$ cat config.mk
export PLATFORM = sky130hd
export DESIGN_NAME = spi_cmd_controller
export DESIGN_NICKNAME = d
export VERILOG_FILES = /design/src/rtl/spi_ctrl_pkg.sv /design/src/rtl/spi_ctrl_regfile.sv /design/src/rtl/spi_cmd_controller.sv
export SDC_FILE = /design/constraint.sdc
export NUM_CORES = 1
export LEC_CHECK = 0
export BUFFER_PORTS_ARGS = -buffer_cell sky130_fd_sc_hd__buf_2
export CAP_MARGIN = 20
export CORE_ASPECT_RATIO = 1.5
export CORE_MARGIN = 1.5
export CORE_UTILIZATION = 60
export DETAILED_ROUTE_END_ITERATION = 8
export PLACE_DENSITY = 0.89
export RECOVER_POWER = 100
export SYNTH_ARGS = -nofsm -noshare
export SYNTH_HDL_FRONTEND = slang
export SYNTH_SLANG_ARGS = --single-unit
$ cat constraint.sdc
create_clock -name clk -period 14.9 [get_ports clk]
set_input_delay 3.725 -clock clk [delete_from_list [all_inputs] [get_ports clk]]
set_output_delay 3.725 -clock clk [all_outputs]
set_load 0.03 [all_outputs]
$ cat src/rtl/spi_ctrl_pkg.sv
// rtl/spi_ctrl_pkg.sv - opcodes, FSM state type and status-byte helper for the SPI command controller
package spi_ctrl_pkg;

  localparam logic [7:0] OP_WRITE  = 8'h02;
  localparam logic [7:0] OP_READ   = 8'h03;
  localparam logic [7:0] OP_STATUS = 8'h05;

  typedef enum logic [2:0] {
    IDLE,
    WADDR,
    RADDR,
    WDATA,
    RDATA,
    STAT,
    DISCARD
  } ctrl_state_t;

  function automatic logic [7:0] status_byte(input logic err, input logic [3:0] cnt);
    return {err, 3'b000, cnt};
  endfunction

endpackage

$ cat src/rtl/spi_ctrl_regfile.sv
// rtl/spi_ctrl_regfile.sv - DEPTH x 8 register file, one write port, combinational read port
// Out-of-range addresses read as zero and never write.
module spi_ctrl_regfile
  import spi_ctrl_pkg::*;
#(
  parameter int         DEPTH     = 16,
  parameter logic [7:0] RESET_VAL = 8'h00
) (
  input  logic                 clk,
  input  logic                 rst,
  input  logic                 we,
  input  logic [7:0]           waddr,
  input  logic [7:0]           wdata,
  input  logic [7:0]           raddr,
  output logic [7:0]           rdata,
  output logic [8*DEPTH-1:0]   q
);

  localparam int AW = (DEPTH > 1) ? $clog2(DEPTH) : 1;

  logic [7:0] mem_q [DEPTH];

  always_ff @(posedge clk or posedge rst) begin
    if (rst) begin
      for (int i = 0; i < DEPTH; i++) mem_q[i] <= RESET_VAL;
    end else if (we && (int'(waddr) < DEPTH)) begin
      mem_q[waddr[AW-1:0]] <= wdata;
    end
  end

  always_comb begin
    rdata = 8'h00;
    if (int'(raddr) < DEPTH) rdata = mem_q[raddr[AW-1:0]];
  end

  for (genvar g = 0; g < DEPTH; g++) begin : g_flat
    assign q[8*g +: 8] = mem_q[g];
  end

endmodule

$ cat src/rtl/spi_cmd_controller.sv
// rtl/spi_cmd_controller.sv - SSEL-framed opcode/address/data sequencer driving a register file
// Supplies the next MISO byte through tx_data one clock after each received byte.
module spi_cmd_controller
  import spi_ctrl_pkg::*;
#(
  parameter int         DEPTH     = 16,
  parameter logic [7:0] RESET_VAL = 8'h00
) (
  input  logic                 clk,
  input  logic                 rst,
  input  logic                 ssel_active,
  input  logic                 rx_valid,
  input  logic [7:0]           rx_data,
  output logic [7:0]           tx_data,
  output logic [8*DEPTH-1:0]   regs_out,
  output logic                 wr_strobe,
  output logic                 busy
);

  ctrl_state_t state_q, state_d;
  logic [7:0]  addr_q, addr_d;
  logic [7:0]  tx_q, tx_d;
  logic [3:0]  cnt_q, cnt_d;
  logic        err_q, err_d;
  logic        armed_q, armed_d;
  logic        wstb_q, wstb_d;

  logic        we;
  logic [7:0]  raddr, rdata, addr_inc;
  logic        byte_ok;

  function automatic logic in_range(input logic [7:0] a);
    return int'(a) < DEPTH;
  endfunction

  spi_ctrl_regfile #(.DEPTH(DEPTH), .RESET_VAL(RESET_VAL)) u_regfile (
    .clk   (clk),
    .rst   (rst),
    .we    (we),
    .waddr (addr_q),
    .wdata (rx_data),
    .raddr (raddr),
    .rdata (rdata),
    .q     (regs_out)
  );

  // In-range addresses wrap at DEPTH-1; out-of-range ones run on and wrap at 255.
  assign addr_inc = (int'(addr_q) == DEPTH - 1) ? 8'h00 : addr_q + 8'd1;
  // armed_q blocks bytes after a reset until the master has deselected once.
  assign byte_ok  = rx_valid && ssel_active && !armed_q;

  always_comb begin
    state_d = state_q;
    addr_d  = addr_q;
    tx_d    = tx_q;
    cnt_d   = cnt_q;
    err_d   = err_q;
    armed_d = armed_q;
    wstb_d  = 1'b0;
    we      = 1'b0;
    raddr   = addr_inc;

    if (!ssel_active) begin
      armed_d = 1'b0;
      state_d = IDLE;
      tx_d    = 8'h00;
      if (state_q != IDLE) begin
        cnt_d = cnt_q + 4'd1;
        if (state_q == STAT) err_d = 1'b0;
      end
    end else if (byte_ok) begin
      unique case (state_q)
        IDLE: begin
          unique case (rx_data)
            OP_WRITE:  state_d = WADDR;
            OP_READ:   state_d = RADDR;
            OP_STATUS: begin
              state_d = STAT;
              tx_d    = status_byte(err_q, cnt_q);
            end
            default: begin
              state_d = DISCARD;
              err_d   = 1'b1;
            end
          endcase
        end
        WADDR: begin
          addr_d  = rx_data;
          state_d = WDATA;
        end
        RADDR: begin
          addr_d  = rx_data;
          raddr   = rx_data;
          tx_d    = rdata;
          state_d = RDATA;
          if (!in_range(rx_data)) err_d = 1'b1;
        end
        WDATA: begin
          addr_d = addr_inc;
          if (in_range(addr_q)) begin
            we     = 1'b1;
            wstb_d = 1'b1;
          end else begin
            err_d = 1'b1;
          end
        end
        RDATA: begin
          addr_d = addr_inc;
          tx_d   = rdata;
          if (!in_range(addr_inc)) err_d = 1'b1;
        end
        default: ;
      endcase
    end
  end

  always_ff @(posedge clk or posedge rst) begin
    if (rst) begin
      state_q <= IDLE;
      addr_q  <= 8'h00;
      tx_q    <= 8'h00;
      cnt_q   <= 4'h0;
      err_q   <= 1'b0;
      armed_q <= 1'b1;
      wstb_q  <= 1'b0;
    end else begin
      state_q <= state_d;
      addr_q  <= addr_d;
      tx_q    <= tx_d;
      cnt_q   <= cnt_d;
      err_q   <= err_d;
      armed_q <= armed_d;
      wstb_q  <= wstb_d;
    end
  end

  assign tx_data   = tx_q;
  assign wr_strobe = wstb_q;
  assign busy      = (state_q != IDLE);

endmodule

* Word-level counts from Yosys, hierarchy flattened
Index checks and enable logic that the tools add are counted.
** Word-level totals
- Flip-flop bits (word level) :: 154
- Latch bits :: 0
- RAM bits :: 0
- Bits in read-only memories :: 0
- Input port bits :: 12
- Output and inout bits :: 138
- Word-level logic and storage cells :: 105
- Memories :: 0
** Operators by class
- $add $sub $neg :: 2
- $mul :: 0
- Divide/modulo/power cells :: 0
- Order comparisons :: 7
- Equality and inequality tests :: 18
- Shift operators :: 0
- Multiplexer cells :: 33
- Bitwise operators :: 3
- Reduce and logical (&&, ||, !) cells :: 19
** Operators by type and width (number)
- bitwise mux 128 bit :: 1
- 2-to-1 mux 8 bit :: 11
- binary-select mux 8 bit (select 4 bit) :: 1
- demux 8 bit (select 4 bit) :: 1
- less-than comparator 8 x 5 -> 1 bit, second input constant :: 4
- one-hot mux 8 bit (2 select lines) :: 2
- one-hot mux 3 bit (3 select lines) :: 2
- equality test 8 x 2 -> 1 bit, second input constant :: 2
- != test 3 bit, second input constant :: 5
- 2-to-1 mux 1 bit :: 12
- >= comparator 5 bit, second input constant :: 2
- inverter 4 -> 5 bit :: 2
- adder 8 x 1 -> 8 bit, second input constant :: 1
- equality test 8 x 3 -> 1 bit, second input constant :: 1
- equality test 8 x 5 -> 1 bit, second input constant :: 1
- AND reduction 8 bit :: 1
- equality test 3 x 2 -> 1 bit, second input constant :: 2
- equality test 3 bit, second input constant :: 2
- 2-to-1 mux 3 bit :: 2
- AND reduction 3 bit :: 2
- nonzero test 2 bit :: 3
- OR reduction 2 bit :: 3
- less-than comparator 5 x 1 -> 1 bit, second input constant :: 1
- != test 5 x 1 -> 1 bit, second input constant :: 1
- 13 further kinds :: 17

* Depth between registers and ports, before layout
Gate-level depths: netlist (run 1).
- Depth in word-level cells :: 13
- Gate-level depth with buffers :: 11
- Gate-level depth less buffers :: 8

* By module
Synthesis (run 1) repeated with hierarchy kept, for this count alone.
** Unflattened totals
- Cells, all modules :: 589
- Area, all modules :: 7777.5 um^2
** Modules (own cells, without submodules)
- spi_ctrl_regfile :: instances 1, cells an instance 397, area each 6007.0 um^2, seq. area each 3203.1 um^2
- spi_cmd_controller :: instances 1, cells an instance 192, area each 1770.4 um^2, seq. area each 651.9 um^2

* Least setup slack after synthesis (run 1)
No wires, ideal clock.
- Kind :: input to register
- From :: input ssel_active
- To :: register tx_q[7] (netlist: tx_data[7])
- Library setup time :: 96 ps
- Arrival time :: 5556 ps
- Data required time :: 14804 ps
- Path slack :: 9249 ps
- Stages on the path :: 11
- Path buffers :: 4
- Path through :: buf_4 > nand4bb_1 > buf_2 > nor3_4 > or2_2 > buf_2 > buf_2 > nand2_1 > a311oi_1 > nor3_1 > o31ai_1
** Between the ends
- Longest elaborated chain between the ends :: 12
- Elaborated cells between the ends (all ways) :: 17
- Classes of those cells :: order compare (1); eq/ne (3); mux (9); bitwise (1); reduce/logical (3)
** Ends and longest elaborated chain
- from (decl) :: line spi_cmd_controller.sv:11 : input logic ssel_active,
- logical AND 1 bit (2 in a row) :: line spi_cmd_controller.sv:50 : assign byte_ok = rx_valid && ssel_active && !armed_q;
- 2-to-1 mux 8 bit :: line spi_cmd_controller.sv:71 : end else if (byte_ok) begin
- 2-to-1 mux 8 bit :: line spi_cmd_controller.sv:63 : if (!ssel_active) begin
- inverter 4 -> 5 bit (not written as such) :: line spi_ctrl_regfile.sv:33 : if (int'(raddr) < DEPTH) rdata = mem_q[raddr[AW-1:0]];
- binary-select mux 8 bit (select 4 bit) :: line spi_ctrl_regfile.sv:33
- 2-to-1 mux 8 bit (not written as such) (2 in a row) :: line spi_ctrl_regfile.sv:33
- 2-to-1 mux 8 bit :: line spi_ctrl_regfile.sv:33
- one-hot mux 8 bit (2 select lines) :: line spi_cmd_controller.sv:72 : unique case (state_q)
- 2-to-1 mux 8 bit :: line spi_cmd_controller.sv:71
- 2-to-1 mux 8 bit :: line spi_cmd_controller.sv:63
- to (signal assigned) :: line spi_cmd_controller.sv:129 : tx_q <= tx_d;
- to (decl) :: line spi_cmd_controller.sv:22 : logic [7:0] tx_q, tx_d;
Parallel ways exist; a longest one is shown, timed or not. The select of a mux whose other input is x is not followed.
A chain may end at the register's enable or synchronous reset.

==> out/qor.yml, run 1 <==
drt:
  vias: 6336
  antenna_left: 0
  drt_iter0_drc: 564
  wl_met3_mm: 1.894
  wl_met2_mm: 11.72
  finalWirelength_mm: 22.99
  drt-met1-wl_mm: 8.287
  dr.pass1.iters: 8
  top_layer: "met4"
  drcViolationCount: 0
  wire_per_inst_um: 24.03
  viasPerCell: 6.621
synthesis:
  syn_avg_cell_area_um2: 11.81
  synth_nets: 673
  synth_edf_count: 0
  synth_ff_type: "dfrtp_1"
  netlist_instances: 656
  yosys_warnings: 0
  ys_seq_area_share_pct: 49.77
  async_flop_share_pct: 100.0
  syn_area_um2: 7746
  ys_ff_latch: 154
  synth_cell_types: 59
critical_path:
  startpoint_type: "input port"
  critPathBufInv: 3
  cp_max_fo: 97
  cp-end-kind: "async pin"
  required_ps: 14740
  critPathArrivalTime_ps: 8630
  cp_cell_sequence: "buf_2, clkinvlp_2, clkbuf_1"
  reg2reg_from: "addr_q[7]"
  cp-startpoint: "rst"
  slowest_delay_ps: 2400
  cp_slowest_cell: "clkinvlp_2"
  critPathTopFamily: "buffers and inverters"
  critPathKind: "input port to async pin"
cts:
  cts_hold_buf: 0
  numCtsBuffers: 17
  root_buffer: "clkbuf_16"
  clk_latency_ps: 430
  cts_resized: 0
  cts_max_path_buffers: 2
  path_clk_slew_ps: 70
  postCtsSetupBuffers: 0
  ctsHtreeMaxLevel: 4
  cts_tree: "yes"
  cts.sinks: 154
sta:
  skew_ps: 9.876
  fin_crit_ps: 8791
  relSlewSlack_pct: -187.7
  finalMaxSlewViolations: 227
  setup_viol: 0
  fin_tns_setup_ps: 0
  worst_slew_pin_slew_ps: 4293
  hold_viol_final: 0
  fmax_ghz: 0.1138
  grt_setup_unrepaired: "no"
  period_share_pct: 59.00
floorplanning:
  dieArea_um2: 13620
  rows: 50
  coreArea_um2: 12510
  ios: 150
  die_h_um: 142.2
  dieWidth_um: 95.78
  initial_core_util_pct: 61.91
grt:
  grt_max_degree: 98
  grt_pass1_vias: 6331
  gr-usage-all-layers_pct: 35.17
  grt_pass1_wl_mm: 35.44
  antenna_found_initial: 0
  grt_overflow: 0
pwr:
  power.density_nw_per_um2: 138.2
  ir_worst_vdd_mv: 0.09569
  leakagePower_nw: 4.000
worst_hold_path:
  hold_class: "flop to flop"
  min_from: "cnt_q[3]"
status:
  status: "complete, but fails checks"
  violations: "capacitance limit, slew limit"
layout:
  syn_to_final_growth_pct: 14.31
  antennaDiodeCount: 0
  layout-drive-gt1-share_pct: 23.72
  fin_util_pct: 70.77
  nets: 805
place:
  dp_hpwl_mm: 15.89
  gp_congestion: 0.9727
  numPortBuffers: 149
run:
  cap_violations: 6
-- worst reg2reg max path, stage by stage (launching register included) --
cell and delay [ps]:
dfrtp_1 420, or4_1 700, o221ai_4 260, nand2_1 1030
mux4_2 940, a21oi_1 150, a21boi_0 340, o31ai_2 100
-- metal layers --
metal	GRT usage, %	vias up
li1	-	2655
met1	43.10	3121
met2	57.49	450
met3	7.105	110
met4	19.04	0
met5	0	-
-- cells by family (layout without fill, tap and decap cells) --
logic type	after synthesis	in the layout	share of synthesized area [%]
AO/OA/AOI/OAI	99	99	9.821
AND/OR/NAND/NOR	187	187	12.53
flip-flops	154	154	49.77
multiplexers	157	157	23.57
XOR/XNOR	5	5	0.5654
buffers and inverters	49	194	2.940
adder cells (fa/ha/maj)	5	5	0.8076
-- cells in the final DEF (no fill, tap or decap), types with 7 or more instances in the layout --
master     synthesis  routed
dfrtp_1          153     153
a311oi_1           8       8
a31oi_1           14      14
a21boi_0           2       7
o21ai_0           10      10
buf_2             17       9
a21oi_1           14      14
a211oi_1           9      10
clkbuf_16          0      17
mux2_2           130     125
nand4_1           10      10
nand2_1           80      81
nand3_1           10      10
nor2_1            27      38
clkbuf_1          20     142
mux2i_1           20      20
nor3b_1            8       8
a32oi_1           12      12
nor3_1             9      14
-- power by group --
group | switching, mW | internal (mW)
combinational | 0.220 | 0.0956
sequential | 0.0280 | 0.434
clock | 0.193 | 0.254
-- final cells by class --
| type | count | area, um2 |
|---|---|---|
| Sequential cell | 154 | 3855 |
| Fill cell | 966 | 3657 |
| Multi-Input combinational cell | 453 | 3563 |
| Timing Repair Buffer | 155 | 608.1 |
| Clock buffer | 17 | 425.4 |
| Tap cell | 156 | 195.2 |
| Clock inverter | 15 | 180.2 |
| Inverter | 7 | 27.53 |
-- cells in the mapped netlist (2+ instances only) --
cell | n | area share (%)
a32oi_1 | 12 | 1.4
clkbuf_1 | 20 | 0.97
nand3b_1 | 2 | 0.19
o22a_1 | 3 | 0.34
buf_6 | 2 | 0.29
o31ai_1 | 6 | 0.58
mux4_2 | 6 | 1.7
o21ai_0 | 10 | 0.65
a21boi_0 | 2 | 0.19
mux2_2 | 130 | 19
a311oi_1 | 8 | 0.90
buf_4 | 2 | 0.19
xnor2_1 | 2 | 0.23
nor2_1 | 27 | 1.3
inv_1 | 7 | 0.34
and3_1 | 2 | 0.16
xor2_1 | 3 | 0.34
o22ai_1 | 3 | 0.24
o31ai_2 | 4 | 0.65
nand2b_1 | 5 | 0.40
nand3_1 | 10 | 0.65
nor3b_1 | 8 | 0.78
a31oi_1 | 14 | 1.1
nor3_1 | 9 | 0.58
buf_2 | 17 | 1.1
nor3_4 | 5 | 1.0
or3_1 | 3 | 0.24
nor2_2 | 12 | 0.97
a211oi_1 | 9 | 0.87
nand2_1 | 80 | 3.9
ha_1 | 5 | 0.81
a21boi_1 | 5 | 0.48
nand4_1 | 10 | 0.81
dfrtp_1 | 153 | 49
nor2b_1 | 2 | 0.16
mux2i_1 | 20 | 2.6
a21oi_1 | 14 | 0.90
and2_1 | 3 | 0.24
-- through the flow --
step	instances	worst slack, ps	hold slack, ps	area [um2]	power (mW)
global placement	924	8601	465.6	8528	0.7677
global route	957	5074	487.9	8855	1.264
CTS	956	8820	482.4	9134	1.223
floorplan	656	7027	445.4	7746	0.7052
detailed placement	924	8475	464.1	8528	0.7776
finish	957	6109	482.4	8855	1.224
-- state kept, by name, summed over array words and instances, names as in the netlist --
signal / count
u_regfile.q: 128
err_q: 1
cnt_q: 4
state_q: 3
addr_q: 8
wr_strobe: 1
armed_q: 1
tx_data: 8
-- worst paths after layout --
| kind | end | slack [ps] | cells past startpoint |
|---|---|---|---|
| min reg2reg | cnt_q[3] | 480 | 1 |
| max in group clk | tx_data[3] | 7600 | 8 |
| min | cnt_q[3] | 480 | 1 |
| max reg2reg | tx_data[3] | 10850 | 7 |
| max | addr_q[1] | 6110 | 3 |
| min in group asynchronous | addr_q[6] | 4610 | 2 |
No activity file was read; power rests on OpenSTA's default activity.
==> run 2, diff against run 1 <==
- CORE_UTILIZATION: 60 -> 50
- PLACE_DENSITY: 0.89 -> 0.79
- clock period: 14.9 -> 7.9 ns (I/O delays scaled with it)
==> out/qor.yml, run 2 (synthesized netlist as in run 1, its figures left out) <==
status:
  status: "complete, but fails checks"
  violations: "capacitance limit, slew limit"
floorplanning:
  initial_core_util_pct: 51.17
  rows: 55
  die_h_um: 155.4
  dieArea_um2: 16260
  coreArea_um2: 15140
  dieWidth_um: 104.6
  ios: 150
critical_path:
  cp_max_fo: 42
  required_ps: 8200
  reg2reg_depth: 7
  cp-end-kind: "flop"
  critPathArrivalTime_ps: 5840
  startpoint_type: "input port"
  critPathKind: "input port to flop"
cts:
  numCtsBuffers: 17
  postCtsSetupBuffers: 0
  path_clk_slew_ps: 70
  cts_max_path_buffers: 2
  cts_hold_buf: 0
  cts_resized: 0
  cts.sinks: 154
  ctsHtreeMaxLevel: 4
  cts_tree: "yes"
  clk_latency_ps: 430
  root_buffer: "clkbuf_16"
layout:
  nets: 805
  syn_to_final_growth_pct: 15.38
  antennaDiodeCount: 0
  layout-drive-gt1-share_pct: 24.59
  largest_register_ffs: 128
  fillers: 1357
  final_common_cell: "dfrtp_1"
  final_cell_mix: "dfrtp_1, clkbuf_1, mux2_2, nand2_1, nor2_1"
  fin_util_pct: 59.03
grt:
  grt_max_degree: 99
  grt_pass1_vias: 6119
  grt_overflow: 0
  grt_pass1_wl_mm: 34.83
  gr-usage-all-layers_pct: 28.22
  antenna_found_initial: 0
pwr:
  p_total_mw: 2.309
  power_frac_clock_pct: 37.4
  power.share.combinational_pct: 24.9
  power.density_nw_per_um2: 258.4
  internal_power_mw: 1.489
  switching_share_pct: 35.53
  leakagePower_nw: 4.002
  ir_worst_vdd_mv: 0.1381
  power.share.sequential_pct: 37.7
  switchingPower_uw: 820.4
place:
  gp_congestion: 0.8649
  numPortBuffers: 149
  dp_hpwl_mm: 15.68
sta:
  finalMaxSlewViolations: 169
  fin_crit_ps: 5540
  fin_tns_setup_ps: 0
  setup_viol: 0
  fmax_ghz: 0.1805
  skew_ps: 9.050
  worst_slew_pin_slew_ps: 4196
  relSlewSlack_pct: -181.3
  grt_setup_unrepaired: "no"
  period_share_pct: 70.12
  hold_viol_final: 0
worst_hold_path:
  whs_path_depth: 1
  hold_class: "flop to flop"
drt:
  drt_iter0_drc: 493
  vias: 6154
  wire_per_inst_um: 22.63
  dr.pass1.iters: 5
  drcViolationCount: 0
  finalWirelength_mm: 22.63
  antenna_left: 0
  viasPerCell: 6.154
run:
  cap_violations: 5
## run 2: worst paths after layout
| kind | startpoint | end | slack (ps) |
|---|---|---|---|
| min in group asynchronous | rst | addr_q[6] | 2810 |
| setup / recovery | ssel_active | tx_data[3] | 2360 |
| hold reg to reg | cnt_q[3] | cnt_q[3] | 490 |
| setup reg to reg | addr_q[4] | tx_data[3] | 3810 |
| max in group asynchronous | rst | u_regfile.q[124] | 2950 |
| hold / removal | cnt_q[3] | cnt_q[3] | 490 |
## run 2: metal layers
| metal | global-route usage [%] | up-vias | wire length [um] |
|---|---|---|---|
| li1 | - | 2660 | - |
| met1 | 34.33 | 3097 | 8660 |
| met2 | 48.59 | 317 | 11550 |
| met3 | 4.692 | 80 | 1344 |
| met4 | 14.02 | 0 | 1073 |
| met5 | 0 | - | 0 |
## run 2: through the flow
stage	cells	area (um2)	hold WS (ps)	setup WS (ps)
CTS	1000	9216	496.0	3561
global placement	967	8582	478.6	3133
global route	1000	8937	513.7	1880
floorplan	656	7746	445.4	1777
detailed placement	968	8597	484.4	3128
finish	1000	8937	494.7	2360
## run 2: power by group through the flow
stage / registers (mW) / logic, mW / clock network [mW]
floorplan: 0.865 / 0.465 / 0
global placement: 0.890 / 0.552 / 0
detailed placement: 0.890 / 0.568 / 0
CTS: 0.876 / 0.575 / 0.867
global route: 0.875 / 0.625 / 0.901
finish: 0.870 / 0.576 / 0.864
## run 2: area by class of cell
type | instances | area, um2 | share of cell area [%]
Sequential cell | 154 | 3855 | 43.13
Tap cell | 199 | 249.0 | 2.786
Timing Repair Buffer | 155 | 619.3 | 6.930
Multi-Input combinational cell | 453 | 3567 | 39.91
Clock buffer | 17 | 425.4 | 4.760
Inverter | 7 | 27.53 | 0.3080
Clock inverter | 15 | 193.9 | 2.170
## run 2: critical path: stages
cell and delay (ps):
clkbuf_1 520, nand4bb_1 470, o221ai_4 280, nand2_1 1020, mux4_2 960, a21oi_1 150
a21boi_0 330, o31ai_2 110
==> run 3, diff against run 2 <==
- ABC_AREA: default -> 1
- clock period: 7.9 -> 4.8 ns (I/O delays scaled with it)
==> out/qor.yml, run 3 <==
status:
  status: "complete, but fails checks"
  violations: "capacitance limit, slew limit"
grt:
  grt_pass1_vias: 7079
  grt_max_degree: 77
  grt_pass1_wl_mm: 38.05
  antenna_found_initial: 0
  grt_overflow: 0
  gr-usage-all-layers_pct: 31.63
critical_path:
  critPathBufInv: 3
  reg2reg_from: "addr_q[0]"
  cp_max_fo: 60
  crit_top_cell: "nand3_1"
  startpoint_type: "input port"
  r2r_slack_ps: 1680
  slowest_delay_ps: 560
  required_ps: 5130
  critPathTopFamily: "simple AND/OR/NAND/NOR gates"
  cp_cell_sequence: "clkbuf_1, nand2_4, nor2_1, inv_1, nor2_4, nand2_4, nand2_4, inv_2, nand2_1, nand3_1, nand3_1, nand3_1, nand3_1, nand2_1"
  reg2reg_depth: 13
  cp-end-kind: "flop"
  r2r_end: "tx_data[6]"
  critPathKind: "input port to flop"
  cp_slowest_cell: "nand2_4"
  critPathArrivalTime_ps: 4180
run:
  cap_violations: 2
sta:
  worst_slew_pin_slew_ps: 2244
  finalMaxSlewViolations: 122
  grt_setup_unrepaired: "no"
  setup_viol: 0
  relSlewSlack_pct: -49.63
  period_share_pct: 80.24
  fin_crit_ps: 3852
  hold_ws_ps: 447.1
  fmax_ghz: 0.2596
  skew_ps: 9.887
  hold_viol_final: 0
  fin_tns_setup_ps: 0
worst_hold_path:
  min_from: "armed_q"
  whs_path_depth: 2
  hold_class: "flop to flop"
  holdPathEnd: "armed_q"
synthesis:
  async_flop_share_pct: 100.0
  yosysTopAreaCellShare_pct: 50.66
  syn_avg_cell_area_um2: 8.014
  synth.area.top_cells: "dfrtp_1, nand2_1, nand3_1"
  ys_ff_latch: 154
  synth_nets: 960
  synth_ff_type: "dfrtp_1"
  ys_seq_area_share_pct: 51.01
  synth_edf_count: 0
  yosys_warnings: 0
  syn_area_um2: 7557
  synth_cell_types: 34
  synth.largest_area_cell: "dfrtp_1"
  synthTopCellsByCount: "nand2_1, nand3_1, dfrtp_1"
  synth_most_common_cell: "nand2_1"
  netlist_instances: 943
place:
  numPortBuffers: 149
  gp_congestion: 0.9476
  dp_hpwl_mm: 17.11
cts:
  root_buffer: "clkbuf_16"
  numCtsBuffers: 17
  cts_max_path_buffers: 2
  cts.sinks: 154
  postCtsSetupBuffers: 0
  cts_tree: "yes"
  path_clk_slew_ps: 70
  cts_resized: 0
  clk_latency_ps: 440
  ctsHtreeMaxLevel: 4
  cts_hold_buf: 0
layout:
  nets: 1084
  antennaDiodeCount: 0
  regArea_um2: 3855
  multiInputGateArea_um2: 3224
  syn_to_final_growth_pct: 15.40
  final_cell_mix: "nand2_1, nand3_1, dfrtp_1, clkbuf_1, o21ai_0"
  fillers: 1392
  largest_register_ffs: 128
  final_common_cell: "nand2_1"
  layout-drive-gt1-share_pct: 5.741
drt:
  drt_iter0_drc: 631
  finalWirelength_mm: 24.22
  drcViolationCount: 0
  antenna_left: 0
  dr.pass1.iters: 6
  wire_per_inst_um: 18.98
  viasPerCell: 5.820
  vias: 7426
floorplanning:
  dieArea_um2: 15880
  coreArea_um2: 14660
  rows: 54
  dieWidth_um: 103.4
  initial_core_util_pct: 51.54
  ios: 150
  die_h_um: 153.6
pwr:
  ir_worst_vdd_mv: 0.3610
  leakagePower_nw: 3.926
  power.density_nw_per_um2: 496.9
[run 3: worst register-to-register path: stages (launching register included)]
cell and delay, ps:
dfrtp_1 420, ha_1 240, inv_1 120, nor2_2 70
nand3_2 120, nand3_4 350, nand2_4 630, inv_2 450
nand2_1 150, nand3_1 100, nand3_1 160, nand3_1 100
nand3_1 80, nand2_1 50
[run 3: how the worst max path moves through the flow]
stage,startpoint,to,slack [ps],cells past startpoint
final,ssel_active,tx_data[6],950,14
after global routing,ssel_active,tx_data[7],670,16
after CTS,ssel_active,tx_data[6],1490,13
after detailed placement,ssel_active,tx_data[1],1060,15
after global placement,ssel_active,tx_data[7],1130,15
after floorplan,rst,addr_q[0],1660,1
[run 3: report_power, final]
group	total, mW	internal, mW	leakage [nW]	switching, mW
logic	1.48	0.429	1.51	1.05
clock network	1.42	0.852	0.302	0.565
registers	1.43	1.36	2.12	0.0743
total	4.33	2.64	3.93	1.69
[run 3: logic make-up after synthesis]
logic type	Yosys count	share of synthesized area, %
flip-flops	154	51.01
buffers and inverters	98	5.977
multiplexers	1	0.1490
XOR/XNOR	6	0.6955
adder cells (fa/ha/maj)	5	0.8278
AND/OR/NAND/NOR	521	30.18
AO/OA/AOI/OAI	158	11.16
[run 3: through the flow]
| step | instances | power (mW) | util (%) | area, um2 | setup WS (ps) |
|---|---|---|---|---|---|
| 2_1_floorplan | 943 | 2.601 | - | 7561 | 1656 |
| 3_3_place_gp | 1242 | 2.860 | 56.77 | 8323 | 1135 |
| 3_5_place_dp | 1243 | 2.886 | 56.90 | 8343 | 1058 |
| 4_1_cts | 1275 | 4.294 | 61.11 | 8960 | 1486 |
| 5_1_grt | 1276 | 4.528 | 59.48 | 8721 | 667.6 |
| 6_report | 1276 | 4.333 | 59.48 | 8721 | 948.4 |
[run 3: metal layers]
| layer | vias up | global-route usage, % | part of all wire (%) | routed length [um] |
|---|---|---|---|---|
| li1 | 3384 | - | - | - |
| met1 | 3531 | 40.31 | 38 | 9247 |
| met2 | 430 | 50.39 | 49 | 11840 |
| met3 | 81 | 5.591 | 7.9 | 1912 |
| met4 | 0 | 17.18 | 5.0 | 1222 |
| met5 | - | 0 | 0 | 0 |
[run 3: final cells by class]
type	instances	area share, %
flip-flops and latches	154	44.20
multi-input cells	691	36.97
repair buffers	155	6.858
clock buffers	20	5.237
well taps	196	2.812
inverters	48	2.080
clock inverters	12	1.836
